===== src/rtl/writeback_unit.sv =====
// Register-file write port arbiter: ALU results take priority over a small FIFO of
// long-latency results, with a per-register pending scoreboard for issue stalls.
module writeback_unit #(
  parameter int unsigned DATA_WIDTH     = 32,
  parameter int unsigned REG_ADDR_WIDTH = 5,
  parameter int unsigned FIFO_DEPTH     = 4
) (
  input  logic                      clk,
  input  logic                      rst_n,
  input  logic                      alu_valid,
  input  logic [REG_ADDR_WIDTH-1:0] alu_rd,
  input  logic [DATA_WIDTH-1:0]     alu_data,
  input  logic                      lsu_valid,
  output logic                      lsu_ready,
  input  logic [REG_ADDR_WIDTH-1:0] lsu_rd,
  input  logic [DATA_WIDTH-1:0]     lsu_data,
  input  logic                      issue_long,
  input  logic [REG_ADDR_WIDTH-1:0] issue_rd,
  input  logic [REG_ADDR_WIDTH-1:0] chk_rs1,
  input  logic [REG_ADDR_WIDTH-1:0] chk_rs2,
  output logic                      stall,
  output logic [REG_ADDR_WIDTH-1:0] rd_addr,
  output logic [DATA_WIDTH-1:0]     rd_data,
  output logic                      reg_write
);

  localparam int unsigned PTR_W    = (FIFO_DEPTH > 1) ? $clog2(FIFO_DEPTH) : 1;
  localparam int unsigned CNT_W    = $clog2(FIFO_DEPTH + 1);
  localparam int unsigned NUM_REGS = 1 << REG_ADDR_WIDTH;

  logic [REG_ADDR_WIDTH-1:0] fifo_rd_q   [FIFO_DEPTH];
  logic [DATA_WIDTH-1:0]     fifo_data_q [FIFO_DEPTH];
  logic [PTR_W-1:0]          wr_ptr_q;
  logic [PTR_W-1:0]          rd_ptr_q;
  logic [CNT_W-1:0]          count_q;
  logic [NUM_REGS-1:0]       pending_q;
  logic [NUM_REGS-1:0]       pending_d;
  logic                      push_c;
  logic                      pop_c;

  // Ready and stall depend only on registered state and the issue-stage indices.
  assign lsu_ready = (count_q != CNT_W'(FIFO_DEPTH));
  assign stall     = pending_q[chk_rs1] | pending_q[chk_rs2] | pending_q[issue_rd];

  // Results destined for x0 are accepted but never stored.
  assign push_c = lsu_valid && lsu_ready && (lsu_rd != '0);
  assign pop_c  = !alu_valid && (count_q != '0);

  // Buffer storage carries no reset; occupancy is tracked by the count.
  always_ff @(posedge clk) begin
    if (push_c) begin
      fifo_rd_q[wr_ptr_q]   <= lsu_rd;
      fifo_data_q[wr_ptr_q] <= lsu_data;
    end
  end

  always_ff @(posedge clk or negedge rst_n) begin
    if (!rst_n) begin
      wr_ptr_q <= '0;
      rd_ptr_q <= '0;
      count_q  <= '0;
    end else begin
      if (push_c) wr_ptr_q <= wr_ptr_q + PTR_W'(1);
      if (pop_c)  rd_ptr_q <= rd_ptr_q + PTR_W'(1);
      case ({push_c, pop_c})
        2'b10:   count_q <= count_q + CNT_W'(1);
        2'b01:   count_q <= count_q - CNT_W'(1);
        default: count_q <= count_q;
      endcase
    end
  end

  // Clear on committed write, then set from issue so a same-edge set wins.
  always_comb begin
    pending_d = pending_q;
    if (reg_write) pending_d[rd_addr] = 1'b0;
    if (issue_long && (issue_rd != '0)) pending_d[issue_rd] = 1'b1;
    pending_d[0] = 1'b0;
  end

  always_ff @(posedge clk or negedge rst_n) begin
    if (!rst_n) pending_q <= '0;
    else        pending_q <= pending_d;
  end

  // Write port: ALU has priority, otherwise drain the FIFO head.
  always_ff @(posedge clk or negedge rst_n) begin
    if (!rst_n) begin
      reg_write <= 1'b0;
      rd_addr   <= '0;
      rd_data   <= '0;
    end else if (alu_valid) begin
      reg_write <= (alu_rd != '0);
      rd_addr   <= alu_rd;
      rd_data   <= alu_data;
    end else if (pop_c) begin
      reg_write <= 1'b1;
      rd_addr   <= fifo_rd_q[rd_ptr_q];
      rd_data   <= fifo_data_q[rd_ptr_q];
    end else begin
      reg_write <= 1'b0;
    end
  end

endmodule


===== config.mk =====
export PLATFORM = sky130hd
export DESIGN_NAME = writeback_unit
export DESIGN_NICKNAME = d
export VERILOG_FILES = /design/src/rtl/writeback_unit.sv
export SDC_FILE = /design/constraint.sdc
export NUM_CORES = 1
export LEC_CHECK = 0
export ABC_AREA = 1
export CAP_MARGIN = 10
export CORE_AREA = 2 2 133 135
export CTS_CLUSTER_DIAMETER = 100
export DETAILED_ROUTE_END_ITERATION = 10
export DIE_AREA = 0 0 135 137
export GPL_ROUTABILITY_DRIVEN = 0
export PLACE_DENSITY = 0.9
export SYNTH_ARGS = -nofsm -noshare
export SYNTH_HDL_FRONTEND = slang
export SYNTH_SLANG_ARGS = --single-unit

===== constraint.sdc =====
create_clock -name clk -period 4.1 [get_ports clk]
set_input_delay 0.615 -clock clk [delete_from_list [all_inputs] [get_ports clk]]
set_output_delay 0.615 -clock clk [all_outputs]
set_load 0.1 [all_outputs]

* Word level (Yosys, flattened, before mapping) *
Memories as Yosys holds them, arrays and structs flattened.
Index checks and enable logic that the tools add are counted.

operators by class
  $add $sub $neg = 4
  magnitude comparators = 6
  equal/unequal tests = 3
  multiplexer cells = 21
  bitwise gates (word level) = 5
  reductions and logical operators = 13

operators by type and width
  operator               count
  $mux W32               4
  $and A32 B32 Y32       1
  $not A32 Y32           1
  $or A32 B32 Y32        1
  $lt A5 B6 Y1 const B   4
  $bmux W1 S5            3
  $reduce_bool A5 Y1     3
  $demux W1 S5           2
  $ge A5 B1 Y1 const B   2
  $mux W5                2
  $mux W1                9
  $logic_and A1 B1 Y1    6
  $pmux W3 S2            1
  $add A2 B1 Y2 const B  2
  $reduce_bool A2 Y1     2
  $add A3 B1 Y3 const B  1
  $ne A3 B3 Y1 const B   1
  $reduce_bool A3 Y1     1
  $sub A3 B1 Y3 const B  1
  $eq A2 B1 Y1 const B   1
  $eq A2 B2 Y1 const B   1
  $or A1 B1 Y1           2
  $logic_not A1 Y1       1

word-level totals
  register bits = 76
  memory bits (writable) = 148
  input port bits = 94
  word-level logic and storage cells = 61
  memories = 2

memory list
  name         words  bits a word  read ports  clocked after Yosys merged registers in  wr ports  RTL line  source
  fifo_data_q  4      32           1           0                                        1         32        logic [DATA_WIDTH-1:0] fifo_data_q [FIFO_DEPTH];
  fifo_rd_q    4      5            1           0                                        1         31        logic [REG_ADDR_WIDTH-1:0] fifo_rd_q [FIFO_DEPTH];

* Longest topological paths before layout *
Gate-level depths: netlist of run 1.

  word-level depth = 9
  mapped depth = 12

* Worst setup path after synthesis of run 1 *
OpenSTA, ideal clock, no wires.

  kind = flip-flop to flip-flop
  start point = reg count_q[0]
  end point = mem fifo_data_q[0][0] (enable)
  setup time = 431 ps
  arrival = 3129 ps
  data required time = 3669 ps
  setup slack = 539 ps
  stages on the path, launching flop included = 5
  path buffers = 0
  clock period less this slack = 3561 ps
  path through = dfrtp_1 -> nor2_1 -> nand2_1 -> nand3_1 -> nor2_1

on the way
  longest elaborated chain between the ends = 5

RTL lines
  item                              RTL line  source
  start: declaration                35        logic [CNT_W-1:0] count_q;
  start signal: assignment          66        2'b10: count_q <= count_q + CNT_W'(1);
  start signal: assignment          67        2'b01: count_q <= count_q - CNT_W'(1);
  start signal: assignment          68        default: count_q <= count_q;
  $ne A3 B3 Y1                      42        assign lsu_ready = (count_q != CNT_W'(FIFO_DEPTH));
  named net lsu_ready               14        output logic lsu_ready,
  $logic_and A1 B1 Y1 (2 in a row)  46        assign push_c = lsu_valid && lsu_ready && (lsu_rd != '0);
  $mux W1                           51        if (push_c) begin
  $mux W1 (implied by the code)     53        fifo_data_q[wr_ptr_q] <= lsu_data;
  end: declaration                  32

The timed path passes the listed nets, and every way through them passes these cells.

* Worst setup path after layout of run 1 *
  start point = in chk_rs1[0]
  end point = out stall

on the way
  longest elaborated chain between the ends = 4

RTL lines
  item                           RTL line  source
  start: declaration             19        input logic [REG_ADDR_WIDTH-1:0] chk_rs1,
  $bmux W1 S5                    43        assign stall = pending_q[chk_rs1] | pending_q[chk_rs2] | pending_q[issue_rd];
  $mux W1 (implied by the code)  43
  $or A1 B1 Y1 (2 in a row)      43
  end: declaration               21        output logic stall,

Every way passes these cells. The select of a mux whose other input is x is not followed.

==> results of run 1 <==
## state kept, by name, summed over array words and instances (netlist names)
name / count
reg_write: 1
pending_q: 31
count_q: 3
rd_data: 32
fifo_rd_q: 20
rd_addr: 5
rd_ptr_q: 2
wr_ptr_q: 2
fifo_data_q: 128
## cell usage in the layout, fill, tap and decap left out, types with 10 or more instances in the layout
cell type,synthesis,routed
buf_4,3,11
clkbuf_1,13,12
clkbuf_16,0,23
clkdlybuf4s50_1,0,130
dfrtp_1,76,75
edfxtp_1,148,148
inv_1,70,70
nand2_1,149,149
nand3_1,67,67
nor2_1,126,122
o211ai_1,10,10
o21ai_0,165,165
o21ai_1,43,43
o22ai_1,37,37
## routing by layer
metal | global-route usage | part of all wire
met5 | 0 | 0.00052
met4 | 0.129 | 0.038
met3 | 0.0563 | 0.097
met2 | 0.475 | 0.49
met1 | 0.334 | 0.37
## report_power, final
part / switching [mW] / total, mW / leakage, nW / internal, mW
clock network: 0.783 / 1.82 / 0.315 / 1.04
logic: 3.11 / 4.15 / 2.00 / 1.04
registers: 0.376 / 3.48 / 2.23 / 3.10
## kinds of logic (layout without fill, tap and decap cells)
| logic type | Yosys count | in the layout | share of synthesized area |
|---|---|---|---|
| flip-flops | 224 | 224 | 0.642 |
| XOR/XNOR | 4 | 4 | 0.00355 |
| adder cells (fa/ha/maj) | 6 | 6 | 0.00836 |
| AO/OA/AOI/OAI | 264 | 264 | 0.142 |
| AND/OR/NAND/NOR | 358 | 358 | 0.148 |
| buffers and inverters | 122 | 260 | 0.0560 |
## worst max-delay path: stages
cell and delay, ns:
clkdlybuf4s50_1 0.84, inv_2 0.24, nand2_1 0.13, nand3_1 0.07
nand3_1 0.09, nand3_1 0.07, nand2_1 0.07, nand2_1 0.04
nand2_1 0.09, clkinv_1 0.06, nand3_1 0.06, buf_4 0.29
## through the flow
step                      std cells  power, mW
after floorplan                 978       6.42
after global placement         1301       7.43
after detailed placement       1301       7.56
after CTS                      1341       9.43
after global routing           1341       9.88
final                          1341       9.45
## cell type report
class	instances	area, sq um	area share
multi-input combinational	632	3010	0.252
inverter	78	295	0.0247
sequential	224	6350	0.530
clock buffer	35	621	0.0518
tap	225	282	0.0235
timing repair buffer	142	1390	0.116
clock inverter	5	23.8	0.00199
## path summary, 6_finish.rpt
check / start / to / slack (ns) / cells past startpoint
setup / recovery: chk_rs1[0] / stall / 0.81 / 12
hold / removal: rst_n / rd_data[29]$_DFFE_PN0P_ / 0.27 / 1
setup reg to reg: count_q[1]$_DFFE_PN0P_ / count_q[2]$_DFFE_PN0P_ / 1.66 / 9
hold reg to reg: rd_data[8]$_DFFE_PN0P_ / rd_data[8]$_DFFE_PN0P_ / 0.49 / 2
max in group asynchronous: rst_n / rd_ptr_q[0]$_DFFE_PN0P_ / 3.13 / 1
min in group clk: rd_data[8]$_DFFE_PN0P_ / rd_data[8]$_DFFE_PN0P_ / 0.49 / 2
==> results.json, run 1 <==
{
  "outcome": "finished clean",
  "drc": 0,
  "drt-vias-per-instance": 6.01,
  "first_global_vias": 8011,
  "ys_ff_latch": 224,
  "place_area_sq_mm": 0.0113,
  "final_core_util": 0.702,
  "final.setup.worst_slack_ns": 0.810,
  "preCtsSetupSlack_ns": 0.856,
  "cts_hold_buf": 0,
  "hpwl_microns": 15500,
  "die_h_microns": 137,
  "seq_area_frac_synth": 0.642,
  "critPathMaxFanout": 17,
  "vias": 8057,
  "grt-ovfl-total": 0,
  "core_area_sq_mm": 0.0171,
  "synth_area_sq_mm": 0.00988,
  "area_growth_pct": 21.1,
  "initial_utilization": 0.579,
  "grt_first_pass_wirelength_microns": 39700,
  "synth_top_area_frac": 0.450,
  "synth_top_flop_cell": "edfxtp_1",
  "rows": 48,
  "powerDensity_mw_per_mm2": 789,
  "clk_latency_ns": 0.50,
  "clock_skew_ns": 0.00776,
  "synth_nets": 1078,
  "ir_drop_v": 0.000601,
  "hold_path_class": "in2async",
  "grt_start_max_net_pins": 77,
  "die_area_sq_mm": 0.0185,
  "tritoncts": "built",
  "setup_tns_ns": 0,
  "hold_slack_ns": 0.271,
  "grt.total_usage": 0.275,
  "die-width_microns": 135,
  "yosys_warnings": 0,
  "ant_nets": 0,
  "synth_most_common_cell": "o21ai_0",
  "portBuffers": 133,
  "antenna_cells": 0,
  "cts_root_buf": "clkbuf_16",
  "leakage_nw": 4.54,
  "worst_pin_slew_ns": 1.03,
  "cts-htree-levels": 1,
  "async_flop_share": 0.339,
  "nNetsFinal": 1200,
  "synth_edf_count": 148,
  "synth_commonest_cells": "165 x o21ai_0, 149 x nand2_1, 148 x edfxtp_1",
  "cts-buffers-inserted": 22,
  "critPathRequiredTime_ns": 3.48,
  "avgSynthCellArea_sq_um": 10.1,
  "post-synth-top-area-cell": "edfxtp_1",
  "max-cap-violations": 0,
  "setup_violations": 0,
  "hold_viol_final": 0,
  "critPathArrivalTime_ns": 2.68,
  "pin_count": 134,
  "synth_cell_types": 33,
  "cts.sinks": 224,
  "slew_viol_final": 0,
  "final_layout_size_suffix_gt1_frac": 0.0511,
  "fin_crit_sh": 0.802,
  "startpoint_type": "primary input",
  "end_kind": "primary output",
  "synthTopCellsByArea": "edfxtp_1 45%, dfrtp_1 19%, o21ai_0 8.4%",
  "finalCriticalPeriod_ns": 3.29,
  "rsz0062_at_grt": "no",
  "cts_resized": 0,
  "avgRoutedWirePerCell_microns": 18.8,
  "drt_pre_antenna_iters": 8,
  "antenna_found_initial": 1,
  "postCtsSetupBuffers": 0,
  "clock_path_buffers": 3,
  "fmax_ghz": 0.304,
  "drt_iter0_drc": 745,
  "stdcell_area_sq_mm": 0.0120,
  "drt_wl_total_microns": 25200,
  "max_slew_margin": 0.314,
  "syn_inst": 978,
  "fill_cells": 1172,
  "clkTransAtPathRegs_ns": 0.06,
  "critPathKind": "in2out"
}
Note: power is estimated with default switching activity, not from simulation.
==> run 2, diff against run 1 <==
--- a/config.mk
+++ b/config.mk
@@ -7,12 +7,12 @@
 export LEC_CHECK = 0
 export ABC_AREA = 1
 export CAP_MARGIN = 10
-export CORE_AREA = 2 2 133 135
+export CORE_AREA = 2 2 144 146
 export CTS_CLUSTER_DIAMETER = 100
 export DETAILED_ROUTE_END_ITERATION = 10
-export DIE_AREA = 0 0 135 137
+export DIE_AREA = 0 0 146 148
 export GPL_ROUTABILITY_DRIVEN = 0
-export PLACE_DENSITY = 0.9
+export PLACE_DENSITY = 0.82
 export SYNTH_ARGS = -nofsm -noshare
 export SYNTH_HDL_FRONTEND = slang
 export SYNTH_SLANG_ARGS = --single-unit
==> constraint.sdc (replaced) <==
create_clock -name clk -period 2.8 [get_ports clk]
set_input_delay 0.42 -clock clk [delete_from_list [all_inputs] [get_ports clk]]
set_output_delay 0.42 -clock clk [all_outputs]
set_load 0.1 [all_outputs]
==> results.json, run 2 (synthesis gave the netlist of run 1 again) <==
{
  "clock_path_buffers": 3,
  "hold_slack_ns": 0.377,
  "rows": 52,
  "fmax_ghz": 0.390,
  "switching_share": 0.448,
  "initial_utilization": 0.493,
  "area_growth_pct": 22.8,
  "drt-vias-per-instance": 5.61,
  "vias": 7847,
  "rsz0062_at_grt": "no",
  "nNetsFinal": 1212,
  "hpwl_microns": 16100,
  "critPathRequiredTime_ns": 2.38,
  "clkTransAtPathRegs_ns": 0.07,
  "max_slew_margin": 0.502,
  "grt_start_max_net_pins": 76,
  "cpPeakStageDelay_ns": 0.49,
  "startpoint_type": "primary input",
  "finalCriticalPeriod_ns": 2.56,
  "path_depth": 12,
  "crit_chain": "clkdlybuf4s50_1, nand2_1, inv_1, nand2_1, nand2_1, nor2_1, nor2_1, nor2_1, nand2_1, nor2_1, nand3_1, buf_12",
  "drc": 0,
  "crit_buf_inv": 3,
  "clock_skew_ns": 0.0132,
  "top_register": "fifo_data_q",
  "drt_pre_antenna_iters": 6,
  "p_int_mw": 7.68,
  "clk_latency_ns": 0.50,
  "cts.sinks": 224,
  "tritoncts": "built",
  "die_h_microns": 148,
  "power.total_mw": 13.9,
  "drt_wl_total_microns": 25100,
  "slew_viol_final": 0,
  "final.setup.worst_slack_ns": 0.236,
  "setup_tns_ns": 0,
  "avgRoutedWirePerCell_microns": 17.9,
  "grt.total_usage": 0.228,
  "critPathMaxFanout": 6,
  "grt_first_pass_wirelength_microns": 39600,
  "critPathArrivalTime_ns": 2.14,
  "critPathKind": "in2out",
  "power_frac_seq": 0.365,
  "ant_nets": 0,
  "first_global_vias": 7717,
  "end_kind": "primary output",
  "powerDensity_mw_per_mm2": 1150,
  "antenna_found_initial": 1,
  "top_regs": "fifo_data_q x128, rd_data x32, pending_q x31",
  "largest_reg_flops": 128,
  "p_comb_frac": 0.430,
  "hold_viol_final": 0,
  "portBuffers": 133,
  "drt_iter0_drc": 712,
  "grt-ovfl-total": 0,
  "final_common_cell": "o21ai_0",
  "final_cell_mix": "165 x o21ai_0, 149 x nand2_1, 148 x edfxtp_1",
  "worst_pin_slew_ns": 0.747,
  "cts_resized": 0,
  "preCtsSetupSlack_ns": 0.265,
  "fin_crit_sh": 0.916,
  "pwr-share-clk": 0.205,
  "max-cap-violations": 0,
  "cts-htree-levels": 1,
  "leakage_nw": 4.68,
  "outcome": "finished clean",
  "hold_depth": 5,
  "finalNonFillerCells": 1398,
  "ir_drop_v": 0.00103,
  "path_delay_family": "simple AND/OR/NAND/NOR gates",
  "core_area_sq_mm": 0.0200,
  "die-width_microns": 146,
  "hold_path_class": "in2reg",
  "pin_count": 134,
  "setup_violations": 0,
  "r2r_cells": 10,
  "crit_slowest_cell": "clkdlybuf4s50_1",
  "final_layout_size_suffix_gt1_frac": 0.103,
  "dp_cells": 1358,
  "cts_root_buf": "clkbuf_16",
  "p_sw_mw": 6.23,
  "cts-buffers-inserted": 21,
  "die_area_sq_mm": 0.0216
}
-- run 2: cell count changes in the layout (fill, tap and decap cells not counted), moves of 3 or more --
cell	change
clkbuf_8	+3
buf_4	+47
clkdlybuf4s50_1	-39
clkbuf_1	-10
buf_12	+4
-- run 2: path summary, 6_finish.rpt --
| check | from | end | slack, ns |
|---|---|---|---|
| hold reg to reg | rd_data[5]$_DFFE_PN0P_ | rd_data[5]$_DFFE_PN0P_ | 0.49 |
| min in group asynchronous | rst_n | rd_data[12]$_DFFE_PN0P_ | 0.46 |
| setup / recovery | issue_rd[1] | stall | 0.24 |
| max in group asynchronous | rst_n | rd_data[29]$_DFFE_PN0P_ | 1.64 |
| hold / removal | alu_valid | rd_ptr_q[0]$_DFFE_PN0P_ | 0.38 |
| setup reg to reg | count_q[0]$_DFFE_PN0P_ | count_q[2]$_DFFE_PN0P_ | 0.76 |
-- run 2: what timing repair did --
action / in CTS / in global routing
hold endpoints to repair: 40 / 0
setup endpoints to repair: 0 / 0
buffers inserted: 0 / 0
hold buffers: 1 / 0
-- run 2: power by group through the flow --
stage / logic [mW] / clock network [mW] / registers (mW)
floorplan: 2.51 / 0 / 6.90
global placement: 5.80 / 0 / 5.08
detailed placement: 5.94 / 0 / 5.11
CTS: 5.99 / 2.88 / 5.06
global route: 6.43 / 3.01 / 5.16
finish: 5.99 / 2.85 / 5.07
-- run 2: through the flow --
step                utilization  cell area, sq um
finish                    0.606             12100
global route              0.606             12100
CTS                       0.606             12100
detailed placement        0.570             11400
global placement          0.570             11400
floorplan                     -              9890
-- run 2: worst register-to-register path, stage by stage (launching register included) --
cell and delay, ns:
dfrtp_1 0.39, nor2_1 0.08, nand2_2 0.10, nand2_1 0.09
inv_1 0.20, ha_1 0.18, inv_1 0.06, fa_1 0.38
a21oi_1 0.16, o21ai_0 0.13, xor2_1 0.16
-- run 2: cell type report --
cell class / instances / area [sq um]
antenna: 1 / 2.50
clock inverter: 12 / 126
tap: 270 / 338
multi-input combinational: 632 / 3010
inverter: 78 / 295
clock buffer: 26 / 574
sequential: 224 / 6350
fill: 1607 / 7900
timing repair buffer: 155 / 1440
-- run 2: per-layer routing --
layer  vias up  global-route usage  share of wire
met5         -                   0              0
met4         0              0.0748          0.028
met3        53              0.0457          0.077
met2       356               0.400           0.50
met1      3777               0.286           0.39
li1       3661                   -              -
==> run 3, diff against run 2 <==
--- a/config.mk
+++ b/config.mk
@@ -7,12 +7,12 @@
 export LEC_CHECK = 0
 export ABC_AREA = 1
 export CAP_MARGIN = 10
-export CORE_AREA = 2 2 144 146
+export CORE_AREA = 2 2 138 140
 export CTS_CLUSTER_DIAMETER = 100
 export DETAILED_ROUTE_END_ITERATION = 10
-export DIE_AREA = 0 0 146 148
+export DIE_AREA = 0 0 140 142
 export GPL_ROUTABILITY_DRIVEN = 0
-export PLACE_DENSITY = 0.82
+export PLACE_DENSITY = 0.84
 export SYNTH_ARGS = -nofsm -noshare
 export SYNTH_HDL_FRONTEND = slang
 export SYNTH_SLANG_ARGS = --single-unit
==> constraint.sdc (replaced) <==
create_clock -name clk -period 2.9 [get_ports clk]
set_input_delay 0.435 -clock clk [delete_from_list [all_inputs] [get_ports clk]]
set_output_delay 0.435 -clock clk [all_outputs]
set_load 0.1 [all_outputs]
==> results.json, run 3 (synthesis gave the netlist of run 1 again) <==
{
  "critPathArrivalTime_ns": 2.19,
  "grt_start_max_net_pins": 76,
  "max_slew_margin": 0.505,
  "clk_latency_ns": 0.51,
  "place_area_sq_mm": 0.0114,
  "die-width_microns": 140,
  "worst_pin_slew_ns": 0.742,
  "hold_viol_final": 0,
  "hpwl_microns": 16000,
  "setup_violations": 0,
  "slew_viol_final": 0,
  "grt_first_pass_wirelength_microns": 40400,
  "clkTransAtPathRegs_ns": 0.06,
  "stdcell_area_sq_mm": 0.0122,
  "violations": "DRC",
  "critPathKind": "in2out",
  "fin_crit_sh": 0.905,
  "max-cap-violations": 0,
  "final_layout_size_suffix_gt1_frac": 0.106,
  "avgRoutedWirePerCell_microns": 18.8,
  "critPathMaxFanout": 12,
  "grt.total_usage": 0.257,
  "hold_path_class": "in2reg",
  "nNetsFinal": 1215,
  "drt_pre_antenna_iters": 8,
  "ir_drop_v": 0.000960,
  "clock_skew_ns": 0.0192,
  "ant_nets": 0,
  "pin_count": 134,
  "fmax_ghz": 0.381,
  "first_global_vias": 8036,
  "top_register": "fifo_data_q",
  "setup_tns_ns": 0,
  "rsz0062_at_grt": "no",
  "die_area_sq_mm": 0.0199,
  "finalNonFillerCells": 1366,
  "clock_path_buffers": 3,
  "leakage_nw": 4.73,
  "cts-htree-levels": 1,
  "cts_resized": 0,
  "tritoncts": "built",
  "core_area_sq_mm": 0.0185,
  "initial_utilization": 0.535,
  "startpoint_type": "primary input",
  "final_common_cell": "o21ai_0",
  "drc": 14,
  "top_regs": "fifo_data_q x128, rd_data x32, pending_q x31",
  "cts.sinks": 224,
  "powerDensity_mw_per_mm2": 1140,
  "cts-buffers-inserted": 22,
  "finalCriticalPeriod_ns": 2.62,
  "outcome": "complete, but fails checks",
  "end_kind": "primary output",
  "cts_root_buf": "clkbuf_16",
  "vias": 8013,
  "fill_cells": 1331,
  "critPathRequiredTime_ns": 2.47,
  "grt-ovfl-total": 0,
  "portBuffers": 133,
  "final_cell_mix": "165 x o21ai_0, 149 x nand2_1, 148 x edfxtp_1",
  "dp_cells": 1324,
  "die_h_microns": 142,
  "hold_slack_ns": 0.385,
  "rows": 50,
  "drt-vias-per-instance": 5.87,
  "drt_wl_total_microns": 25700,
  "area_growth_pct": 23.3,
  "largest_reg_flops": 128,
  "final_core_util": 0.660,
  "antenna_found_initial": 1,
  "drt_iter0_drc": 814
}
-- run 3: cell types whose count changed in the layout (fill, tap and decap cells not counted), sizes merged --
cell	change
clkbuf	+5
clkinv	-4
buf	+2
bufinv	+2
inv	-1
-- run 3: timing repair --
action	in CTS	in global routing
hold buffers	1	0
hold endpoints to repair	43	0
buffers inserted	0	0
-- run 3: worst max-delay path, cell delays in order --
cell and delay, ns:
clkdlybuf4s50_1 0.46, buf_4 0.20, nor2_2 0.33, nand2_1 0.10, nand2_1 0.08, nor2_1 0.04
nor2_1 0.09, nor2_1 0.05, nand2_1 0.06, nor2_1 0.05, nand3_1 0.12, buf_12 0.18
-- run 3: where the power goes --
group | total, mW | leakage [nW] | switching [mW] | internal (mW)
Clock | 3.12 | 0.396 | 1.18 | 1.94
Sequential | 4.91 | 2.23 | 0.529 | 4.38
Combinational | 5.81 | 2.11 | 4.39 | 1.42
Total | 13.8 | 4.73 | 6.10 | 7.74
-- run 3: worst paths after layout --
kind                                         startpoint                      end  slack, ns  depth (start not counted)
worst max-delay path                        issue_rd[0]                    stall       0.28                         12
worst min-delay path                          alu_valid  rd_ptr_q[0]$_DFFE_PN0P_       0.38                          5
worst max register to register   count_q[2]$_DFFE_PN0P_   count_q[2]$_DFFE_PN0P_       0.58                         10
worst min register to register  rd_data[30]$_DFFE_PN0P_  rd_data[30]$_DFFE_PN0P_       0.49                          2
max in group asynchronous                         rst_n  pending_q[14]$_DFF_PN0_       1.68                          3
min in group asynchronous                         rst_n  rd_data[17]$_DFFE_PN0P_       0.50                          2
-- run 3: area by class of cell --
| class | instances | area [sq um] | area share |
|---|---|---|---|
| Antenna cell | 1 | 2.50 | 0.000205 |
| Clock buffer | 31 | 656 | 0.0538 |
| Clock inverter | 9 | 155 | 0.0127 |
| Inverter | 78 | 295 | 0.0242 |
| Multi-Input combinational cell | 632 | 3010 | 0.247 |
| Sequential cell | 224 | 6350 | 0.521 |
| Tap cell | 234 | 293 | 0.0240 |
| Timing Repair Buffer | 157 | 1420 | 0.116 |
-- run 3: through the flow --
step | power [mW] | setup slack (ns)
3_5_place_dp | 10.6 | 0.322
5_1_grt | 14.5 | 0.137
6_report | 13.8 | 0.275
4_1_cts | 13.8 | 0.313
3_3_place_gp | 10.5 | 0.367
2_1_floorplan | 9.08 | -0.120
-- run 3: routing by layer --
metal | up-vias | GRT usage | part of all wire
li1 | 3676 | - | -
met5 | - | 0 | 0
met1 | 3808 | 0.306 | 0.37
met2 | 438 | 0.455 | 0.50
met3 | 91 | 0.0448 | 0.087
met4 | 0 | 0.130 | 0.042
